`config.mk`:
```
export PLATFORM = sky130hd
export DESIGN_NAME = cpu_trace_buffer
export DESIGN_NICKNAME = d
export VERILOG_FILES = /design/src/rtl/cpu_trace_buffer.sv
export SDC_FILE = /design/constraint.sdc
export NUM_CORES = 1
export LEC_CHECK = 0
export CORE_ASPECT_RATIO = 1.2
export CORE_MARGIN = 2
export CORE_UTILIZATION = 43
export DETAILED_ROUTE_END_ITERATION = 6
export GPL_ROUTABILITY_DRIVEN = 1
export PLACE_DENSITY = 0.7
export SLEW_MARGIN = 10
export SYNTH_ARGS = -nofsm -noshare
export SYNTH_HDL_FRONTEND = slang
export SYNTH_SLANG_ARGS = --single-unit
```
`constraint.sdc`:
```
create_clock -name clk -period 18.3 [get_ports clk]
set_input_delay 5.49 -clock clk [delete_from_list [all_inputs] [get_ports clk]]
set_output_delay 5.49 -clock clk [all_outputs]
set_load 0.005 [all_outputs]
```
`src/rtl/cpu_trace_buffer.sv`:
```
// Instruction trace capture for a single-cycle CPU: 16-entry circular FIFO armed by start, halted by opcode 6'h3F.
// Build option: define TRACE_OVERWRITE_EN to overwrite the oldest entry on a full-FIFO capture instead of dropping it.
//
// state    | meaning
// ---------+-------------------------------------------------------------
// IDLE 00  | waiting for start; the start edge itself captures an entry
// RUN  01  | captures one entry every edge; opCode 6'h3F moves to HALTED
// HALTED 10| no capture, consumer may keep draining; left only via Reset

module cpu_trace_buffer (
  input  logic        clk,
  input  logic        Reset,
  input  logic        start,
  input  logic [5:0]  opCode,
  input  logic [31:0] curPC,
  input  logic [31:0] Result,
  input  logic [4:0]  rs,
  input  logic [4:0]  rt,
  input  logic [4:0]  rd,
  output logic [84:0] rd_data,
  output logic        rd_valid,
  input  logic        rd_ready,
  output logic [4:0]  count,
  output logic        full,
  output logic        overflow,
  output logic [1:0]  state
);

  localparam logic [1:0] S_IDLE   = 2'b00;
  localparam logic [1:0] S_RUN    = 2'b01;
  localparam logic [1:0] S_HALTED = 2'b10;
  localparam logic [5:0] OP_HALT  = 6'b111111;

`ifdef TRACE_OVERWRITE_EN
  localparam logic OVERWRITE = 1'b1;
`else
  localparam logic OVERWRITE = 1'b0;
`endif

  logic [1:0]  state_q;
  logic [1:0]  state_d;
  logic        capture;
  logic        pop;
  logic        do_write;
  logic        do_adv_rd;
  logic        set_ovf;
  logic [3:0]  wr_ptr;
  logic [3:0]  rd_ptr;
  logic [4:0]  count_q;
  logic        ovf_q;
  logic [84:0] entry;
  logic [84:0] mem [16];

  always_ff @(posedge clk) begin
    if (!Reset) state_q <= S_IDLE;
    else        state_q <= state_d;
  end

  always_comb begin
    state_d = state_q;
    case (state_q)
      S_IDLE:   if (start) state_d = S_RUN;
      S_RUN:    if (opCode == OP_HALT) state_d = S_HALTED;
      S_HALTED: state_d = S_HALTED;
      default:  state_d = S_IDLE;
    endcase
  end

  always_comb begin
    capture = 1'b0;
    case (state_q)
      S_IDLE:  capture = start;
      S_RUN:   capture = 1'b1;
      default: capture = 1'b0;
    endcase
    state = state_q;
  end

  assign entry    = {curPC, opCode, rs, rt, rd, Result};
  assign rd_valid = (count_q != 5'd0);
  assign full     = (count_q == 5'd16);
  assign pop      = rd_valid && rd_ready;

  // A full FIFO only accepts a capture if a pop frees a slot or overwrite is built in;
  // in overwrite mode the write lands on the oldest slot, so the read pointer moves too.
  assign do_write  = capture && (!full || pop || OVERWRITE);
  assign do_adv_rd = pop || (capture && full && OVERWRITE);
  assign set_ovf   = capture && full && !pop;

  always_ff @(posedge clk) begin
    if (!Reset) begin
      wr_ptr  <= 4'd0;
      rd_ptr  <= 4'd0;
      count_q <= 5'd0;
      ovf_q   <= 1'b0;
    end else begin
      if (do_write)  wr_ptr <= wr_ptr + 4'd1;
      if (do_adv_rd) rd_ptr <= rd_ptr + 4'd1;
      count_q <= count_q + 5'(do_write) - 5'(do_adv_rd);
      if (set_ovf) ovf_q <= 1'b1;
    end
  end

  always_ff @(posedge clk) begin
    if (Reset && do_write) mem[wr_ptr] <= entry;
  end

  assign rd_data  = mem[rd_ptr];
  assign count    = count_q;
  assign overflow = ovf_q;

endmodule

```
==> results of run 1 <==
-- path summary, 6_finish.rpt --
| check | end | slack [ns] |
|---|---|---|
| worst max-delay path | rd_data[42] | 7.80 |
| worst min-delay path | overflow | 0.50 |
| worst max register to register | mem[1][0] | 14.72 |
| worst min register to register | overflow | 0.50 |
-- final cells by class --
type | count | area, um^2 | share of cell area, %
diodes | 3 | 7.51 | 0.0125
clock buffers | 161 | 3540 | 5.91
clock inverters | 74 | 746 | 1.25
inverters | 13 | 48.8 | 0.0815
multi-input cells | 694 | 10100 | 16.8
flip-flops and latches | 1380 | 41200 | 68.9
well taps | 1551 | 1940 | 3.24
repair buffers | 236 | 2310 | 3.85
-- layer usage --
layer / up-vias / part of all wire (%) / track usage (%)
met5: - / 0.16 / 0
met4: 30 / 2.0 / 5.32
met3: 198 / 8.1 / 4.48
met2: 1001 / 50 / 31.5
met1: 13000 / 40 / 26.3
li1: 9949 / - / -
-- Yosys cell counts, drive strengths merged --
cell     count
nand4        1
fa           1
ha          14
dfxtp       20
nor2         3
a21o         2
xor2         2
edfxtp    1360
nor3        12
nor4         4
a21boi       3
o21ai        7
or4b         1
buf         67
or3          3
nand4bb      1
and3         2
xnor2        5
nor2b        3
clkbuf      53
a21oi        3
a22oi      170
nand3        5
nand2       98
mux2i        2
inv         13
nand2b       2
mux4       340
and2        10
-- metrics by stage --
stage / hold WS, ns / utilization (%) / std cells / setup WS [ns]
2_1_floorplan: 0.467 / - / 2207 / 3.63
5_1_grt: 0.543 / 50.0 / 4110 / 7.33
3_3_place_gp: 0.462 / 46.5 / 3874 / 8.44
4_1_cts: 0.507 / 50.0 / 4109 / 7.58
6_report: 0.503 / 50.1 / 4112 / 7.80
3_5_place_dp: 0.485 / 46.5 / 3874 / 8.39
-- power by group through the flow --
stage                     combinational [uW]  sequential, uW  clock [uW]
after floorplan                          970            3710           0
after global placement                  1440            3710           0
after detailed placement                1460            3720           0
after CTS                               1470            3660        2740
after global routing                    1550            3670        2860
final                                   1440            3650        2690
-- registers in the layout (all words and copies together), names as in the netlist, named ones only --
name and cells:
overflow 1, rd_ptr 4, mem 1360, state 2, wr_ptr 4, count 5
-- worst max-delay path, cell delays in order, from the launching register on --
cell	delay, ns
dfxtp_4	0.84
buf_12	0.75
buf_4	0.86
mux4_2	0.60
a22oi_1	0.24
nand2_1	0.18
clkdlybuf4s50_1	0.49
-- layout by cell type, fill, tap and decap left out, types with 2 or more instances in the layout --
cell type        Yosys  routed
edfxtp_1          1360    1360
mux4_2             340     340
clkdlybuf4s50_1      0     183
a22oi_1            170     170
clkbuf_16            0     138
nand2_1             98      98
buf_4               18      46
clkinv_2             0      24
clkbuf_1            53      23
clkinv_1             0      22
dfxtp_1             20      18
ha_1                14      14
inv_1               13      13
nor3_2               0      12
bufinv_16            0      12
and2_1              10       9
o21ai_0              6       6
buf_12               0       6
xnor2_1              5       5
nand3_1              5       5
clkinvlp_4           0       5
clkinv_8             0       5
nor4_2               0       4
inv_6                0       4
diode_2              0       3
a21oi_1              3       3
or3_1                3       3
a21boi_0             3       3
nor2b_4              0       2
a21o_1               2       2
nand2b_1             2       2
xor2_1               2       2
mux2i_1              2       2
and3_1               2       2
nor2_1               3       2
dfxtp_4              0       2
-- cell families (layout without fill, tap and decap cells) --
logic type / count (synthesis) / count (layout)
xor+xnor: 7 / 7
other cells: 0 / 3
fa+ha+maj: 15 / 15
compound gates: 185 / 185
buf+inv: 133 / 484
mux: 342 / 342
flops: 1380 / 1380
simple gates: 145 / 145
==> impl_metrics.tcl, run 1 <==
set metrics [dict create \
    ys_ff_latch 1380 \
    p_int_uw 5900 \
    drc 0 \
    final_cell_area_um2 59900 \
    fin_crit_sh_pct 57.4 \
    peakVddDrop_mv 0.113 \
    syn_to_final_growth_pct 15.5 \
    required_ns 12.81 \
    crit-reg2reg-launch "state[1]" \
    postCtsHoldBufs 0 \
    slew_headroom_pct 17.1 \
    dieArea_um2 123000 \
    pwr-share-clk_pct 34.6 \
    grt_setup_unrepaired "false" \
    clockRootBuffer "clkbuf_16" \
    antenna_found_initial 24 \
    synth_fa_ha_area_share_pct 0.376 \
    fin_nets 2560 \
    fp-row-count 139 \
    switching_power_uw 1890 \
    synth_top_cell_by_area "edfxtp_1" \
    core_um2 120000 \
    p_seq_share_pct 46.9 \
    setup_violations 0 \
    io_pins 184 \
    io_buffers 183 \
    synth.area.top_cells "edfxtp_1, mux4_2, a22oi_1" \
    p_comb_share_pct 18.5 \
    place.gp.congestion 0.716 \
    switching_share_pct 24.2 \
    cts.sinks 1380 \
    placed_cell_area_um2 55600 \
    clock_path_buffers 3 \
    synth-compound-area-share_pct 2.63 \
    synth_top_family_by_area "multiplexers" \
    hp-class "reg2reg" \
    leakagePower_uw 0.0184 \
    tightest_slew_ns 1.24 \
    cts_tree "done" \
    numCtsBuffers 131 \
    synth_cell_types 33 \
    routedWlPerCell_um 28.9 \
    synth-xor-area-share_pct 0.118 \
    p_per_area_nw_per_um2 130 \
    cp_data_arrival_time_ns 5.01 \
    crit_path_end_kind "output pin" \
    hold_depth 2 \
    cp_max_fo 125 \
    ys_warn_count 0 \
    synthMuxAreaShare_pct 14.8 \
    routed_wirelength_um 119000 \
    die_h_um 384 \
    layout-drive-gt1-share_pct 23.7 \
    cts_resized 0 \
    cts_setup_buffers 0 \
    min_period_ns 10.50 \
    grt_pass1_wl_um 171000 \
    rr_worst_depth 8 \
    grt_pass1_vias 25300 \
    crit_type "reg2out" \
    synth_fp_nets 2311 \
    fp.dieW_um 321 \
    grt.total_usage_pct 19.3 \
    vias 24200 \
    hp-start "overflow" \
    synthCells 2207 \
    fillCellCount 9231 \
    clock.fmax_mhz 95.2 \
    clock_latency_ns 0.75 \
    ys_seq_area_share_pct 79.5 \
    maxCapViolCount 0 \
    viasPerCell 5.88 \
    fin_setup_tns_ns 0 \
    grt_max_degree 170 \
    overflow 0 \
    final_max_slew_viol_count 0 \
    start_util_pct 43.3 \
    drtAntennaViolNets 0 \
    htree_levels 4 \
    fin_skew_ns 0.0207 \
    cp-start-kind "register" \
    status "completed" \
    syn_area_per_cell_um2 23.5 \
    clk_pin_slew_ns 0.06 \
    dp_hpwl_um 57600 \
    synth_top_cell_area_share_pct 78.8 \
    fin_total_pwr_uw 7790 \
    final-hold-violation-count 0 \
    detail_route.first_pass.iterations 5 \
    drt_iter0_drc 2542 \
    synth_area_um2 51900 \
    synth-simple-area-share_pct 1.24 \
]
(Power assumes the default switching activity.)
==> run 2: changes to the inputs <==
PLACE_DENSITY = 0.73   (was 0.7)
clock period = 8.8 ns   (was 18.3 ns; I/O delays follow)
==> run 2 against run 1 <==
Clock skew is 0.0013 ns lower. Largest cell class unchanged. Critical path type unchanged. Critical path depth decreased by 1. Clock power rose by 97%. Sequential power up 110%. Worst hold slack got worse by 0.017 ns. Via count down 1.4%. Highest routed layer unchanged. Setup slack got worse by 5.7 ns. Sequential cell count unchanged. Largest power group unchanged. Wire length is 1.9% lower. Non-clock buffer count decreased by 21. Cell area down 0.34%. Utilization is 0.17 points lower.
==> impl_metrics.tcl, run 2 (synthesis gave the netlist of run 1 again) <==
set metrics [dict create \
    start_util_pct 43.3 \
    routedWlPerCell_um 28.5 \
    crit_path_end_kind "output pin" \
    r2r_slack_ns 5.60 \
    timing.rr.end "count[4]" \
    peakVddDrop_mv 0.303 \
    io_buffers 183 \
    fin_skew_ns 0.0194 \
    maxCapViolCount 0 \
    fin_hold_ws_ns 0.486 \
    overflow 0 \
    cp_max_fo 136 \
    status "completed" \
    htree_levels 3 \
    dieArea_um2 123000 \
    p_per_area_nw_per_um2 267 \
    clock_path_buffers 3 \
    grt_setup_unrepaired "false" \
    fin_setup_tns_ns 0 \
    min_to "state[1]" \
    detail_route.first_pass.iterations 5 \
    pwr-share-clk_pct 33.3 \
    fp-row-count 139 \
    routed_wirelength_um 116000 \
    grt_max_degree 137 \
    largest_reg_flops 1360 \
    setup_violations 0 \
    final_max_slew_viol_count 0 \
    cts_setup_buffers 0 \
    drc 0 \
    p_seq_share_pct 47.6 \
    hold_depth 2 \
    place.gp.congestion 0.711 \
    syn_to_final_growth_pct 15.1 \
    numCtsBuffers 120 \
    postCtsHoldBufs 0 \
    vias 23800 \
    slew_headroom_pct 17.9 \
    fillCellCount 9186 \
    required_ns 6.16 \
    layout-drive-gt1-share_pct 22.7 \
    leakagePower_uw 0.0182 \
    grt_pass1_wl_um 170000 \
    cp_data_arrival_time_ns 4.02 \
    switching_share_pct 24.6 \
    rr_worst_depth 13 \
    dp_hpwl_um 55800 \
    clock_latency_ns 0.72 \
    top_register "mem" \
    grt.total_usage_pct 19.0 \
    cts.sinks 1380 \
    core_um2 120000 \
    cts_resized 0 \
    clk_pin_slew_ns 0.06 \
    crit_type "reg2out" \
    hp-start "state[1]" \
    drtAntennaViolNets 0 \
    drt_iter0_drc 2621 \
    min_period_ns 6.66 \
    final-hold-violation-count 0 \
    p_comb_share_pct 19.1 \
    p_int_uw 12000 \
    finish.utilization_pct 49.9 \
    switching_power_uw 3910 \
    crit-reg2reg-launch "count[2]" \
    hp-class "reg2reg" \
    grt_pass1_vias 25300 \
    cpPeakStageDelay_ns 1.13 \
    viasPerCell 5.83 \
    fin_crit_sh_pct 75.6 \
    path_cells "buf_12, mux4_2, a22oi_1, nand2_1, clkdlybuf4s50_1" \
    slowest_stage "dfxtp_4" \
    final_cell_mix "edfxtp_1, mux4_2, clkdlybuf4s50_1" \
    fp.dieW_um 321 \
    io_pins 184 \
    fin_nets 2528 \
    cts_tree "done" \
    antenna_found_initial 24 \
    die_h_um 384 \
    final_common_cell "edfxtp_1" \
    clock.fmax_mhz 150 \
    clockRootBuffer "clkbuf_16" \
    tightest_slew_ns 1.23 \
    cp-start-kind "register" \
]
==> run 2: changes by cell type in the layout (fill, tap and decap cells not counted), sizes merged <==
cell	change
buf	-21
bufinv	+3
clkbuf	-17
clkinv	+1
clkinvlp	+4
diode	+2
==> run 2: worst max path at each step <==
stage	slack, ns	from	cells after the start	to
finish	2.14	register	5	rd_data[84]
global route	1.95	register	5	rd_data[84]
CTS	2.04	register	5	rd_data[84]
detailed placement	2.82	register	5	rd_data[84]
global placement	2.87	register	5	rd_data[84]
floorplan	-3.02	start	4	mem[0][0]
==> run 2: power by group through the flow <==
stage / sequential (uW) / combinational (uW) / clock, uW
floorplan: 7710 / 2020 / 0
global placement: 7700 / 3040 / 0
detailed placement: 7730 / 3100 / 0
CTS: 7590 / 3120 / 5390
global route: 7600 / 3290 / 5620
finish: 7590 / 3040 / 5300
==> run 2: metrics by stage <==
stage / std cells / total power, uW / instance area, um^2 / setup slack (ns)
global placement: 3853 / 10700 / 55700 / 2.87
floorplan: 2207 / 9740 / 51900 / -3.02
global route: 4082 / 16500 / 59700 / 1.95
CTS: 4079 / 16100 / 59700 / 2.04
detailed placement: 3853 / 10800 / 55700 / 2.82
finish: 4084 / 15900 / 59700 / 2.14
==> run 2: per-layer routing <==
layer / up-vias / share of wire [%] / GRT usage (%) / wire length (um)
met3: 201 / 7.6 / 3.98 / 8800
li1: 9881 / - / - / -
met1: 12800 / 39 / 25.0 / 45500
met2: 953 / 51 / 31.9 / 59300
met5: - / 0.15 / 0 / 180
met4: 28 / 2.3 / 5.69 / 2660
==> run 2: worst max-delay path, delay by kind of cell, from the launching register on <==
| family | cells | cell delay (ns) |
|---|---|---|
| compound gates | 1 | 0.25 |
| buf+inv | 2 | 1.19 |
| flops | 1 | 1.13 |
| mux | 1 | 0.41 |
| simple gates | 1 | 0.21 |
==> run 2: final cells by class <==
class                      count  area [um^2]  share of cell area (%)
timing repair buffer         215         2330                    3.91
tap                         1551         1940                    3.25
multi-input combinational    694        10100                    16.9
inverter                      13         48.8                  0.0818
sequential                  1380        41200                    69.1
clock buffer                 144         3090                    5.18
clock inverter                82          902                    1.51
antenna                        5         12.5                  0.0210
==> run 3: changes to the inputs <==
clock period = 5.92 ns   (was 8.8 ns; I/O delays follow)
==> run 3 against run 2 <==
Clock power up 54%. Global-route usage up 0.29 points. First-iteration DRC count up 4.7%. Via count up 1.0%. Final cell count up 0.66%. Setup slack worse by 1.5 ns. Sequential power up 49%. Count of clock-buffer cells in the layout up 16. Clock skew up 0.0095 ns. Utilization up 0.47 points. Critical endpoint is now rd_data[23]. Sequential share of layout area down 0.65 points.
==> impl_metrics.tcl, run 3 (synthesis gave the netlist of run 1 again) <==
set metrics [dict create \
    instances_no_fill 4111 \
    crit_path_end_kind "output pin" \
    fillCellCount 9103 \
    area.sequential_um2 41200 \
    min_period_ns 5.29 \
    fin_setup_tns_ns 0 \
    fin_total_pwr_uw 24100 \
    overflow 0 \
    io_pins 184 \
    detail_route.first_pass.iterations 5 \
    slew_headroom_pct 25.6 \
    cts_tree "done" \
    grt.total_usage_pct 19.2 \
    crit_type "reg2out" \
    numCtsBuffers 137 \
    htree_levels 4 \
    fin_nets 2568 \
    clock.fmax_mhz 189 \
    top_register "mem" \
    core_um2 120000 \
    fin_hold_ws_ns 0.503 \
    routed_wirelength_um 118000 \
    final_cell_area_um2 60300 \
    final-hold-violation-count 0 \
    placed_cell_area_um2 56100 \
    syn_to_final_growth_pct 16.2 \
    grt_max_degree 90 \
    setup_violations 0 \
    cts_resized 0 \
    grt_setup_unrepaired "false" \
    hp-start "overflow" \
    fin_crit_sh_pct 89.3 \
    postCtsHoldBufs 0 \
    status "completed" \
    dieArea_um2 123000 \
    fp.dieW_um 321 \
    drtAntennaViolNets 0 \
    crit-reg2reg-launch "count[2]" \
    vias 24100 \
    start_util_pct 43.3 \
    final_cell_mix "edfxtp_1, mux4_2, clkdlybuf4s50_1" \
    drt_iter0_drc 2743 \
    place.gp.congestion 0.694 \
    cp_data_arrival_time_ns 3.51 \
    viasPerCell 5.86 \
    post-place-cells 3876 \
    clockRootBuffer "clkbuf_16" \
    tightest_slew_ns 1.11 \
    required_ns 4.14 \
    cts.sinks 1380 \
    multi_input_area_um2 10200 \
    die_h_um 384 \
    fp-row-count 139 \
    final_max_slew_viol_count 0 \
    drc 0 \
    largest_reg_flops 1360 \
    p_per_area_nw_per_um2 399 \
    grt_pass1_wl_um 172000 \
    dp_hpwl_um 56500 \
    clock_path_buffers 3 \
    io_buffers 183 \
    antenna_found_initial 14 \
    grt_pass1_vias 25300 \
    peakVddDrop_mv 0.335 \
    cts_setup_buffers 0 \
    cp_max_fo 29 \
    final_common_cell "edfxtp_1" \
    routedWlPerCell_um 28.7 \
    r2r_slack_ns 2.73 \
    layout-drive-gt1-share_pct 23.3 \
    hp-class "reg2reg" \
    leakagePower_uw 0.0185 \
    fin_skew_ns 0.0289 \
    clk_pin_slew_ns 0.06 \
    clock_latency_ns 0.74 \
    maxCapViolCount 0 \
    cp-start-kind "register" \
]
[run 3: final timing paths]
check             depth (start not counted)     endpoint
setup reg to reg                         13     count[4]
hold reg to reg                           2     overflow
setup / recovery                          5  rd_data[23]
hold / removal                            2     overflow
[run 3: where the power goes]
part	internal (uW)	leakage [uW]	switching (uW)	total (uW)
Combinational	2440	0.00409	2180	4630
Clock	4620	0.00203	3520	8140
Sequential	11100	0.0124	179	11300
[run 3: layout make-up]
type	count	area share (%)
clock buffers	160	5.87
repair buffers	238	4.47
diodes	1	0.00415
clock inverters	74	1.02
flip-flops and latches	1380	68.5
inverters	13	0.0810
well taps	1551	3.22
multi-input cells	694	16.9
[run 3: metal layers]
metal,up-vias,share of wire (%),GRT usage [%]
li1,9971,-,-
met1,12900,40,26.2
met2,1002,50,31.8
met3,197,7.9,3.82
met4,20,2.0,5.43
met5,-,0.099,0
[run 3: worst max-delay path, stage by stage, from the launching register on]
cell and delay [ns]:
dfxtp_4 0.80, buf_4 0.54, mux4_2 0.56, a22oi_1 0.21, nand2_1 0.14, clkdlybuf4s50_1 0.48
[run 3: metrics by stage]
step	utilization [%]	worst slack, ns
2_1_floorplan	-	-1.52
4_1_cts	50.4	0.530
3_5_place_dp	46.9	1.31
5_1_grt	50.4	0.415
6_report	50.4	0.631
3_3_place_gp	46.9	1.33
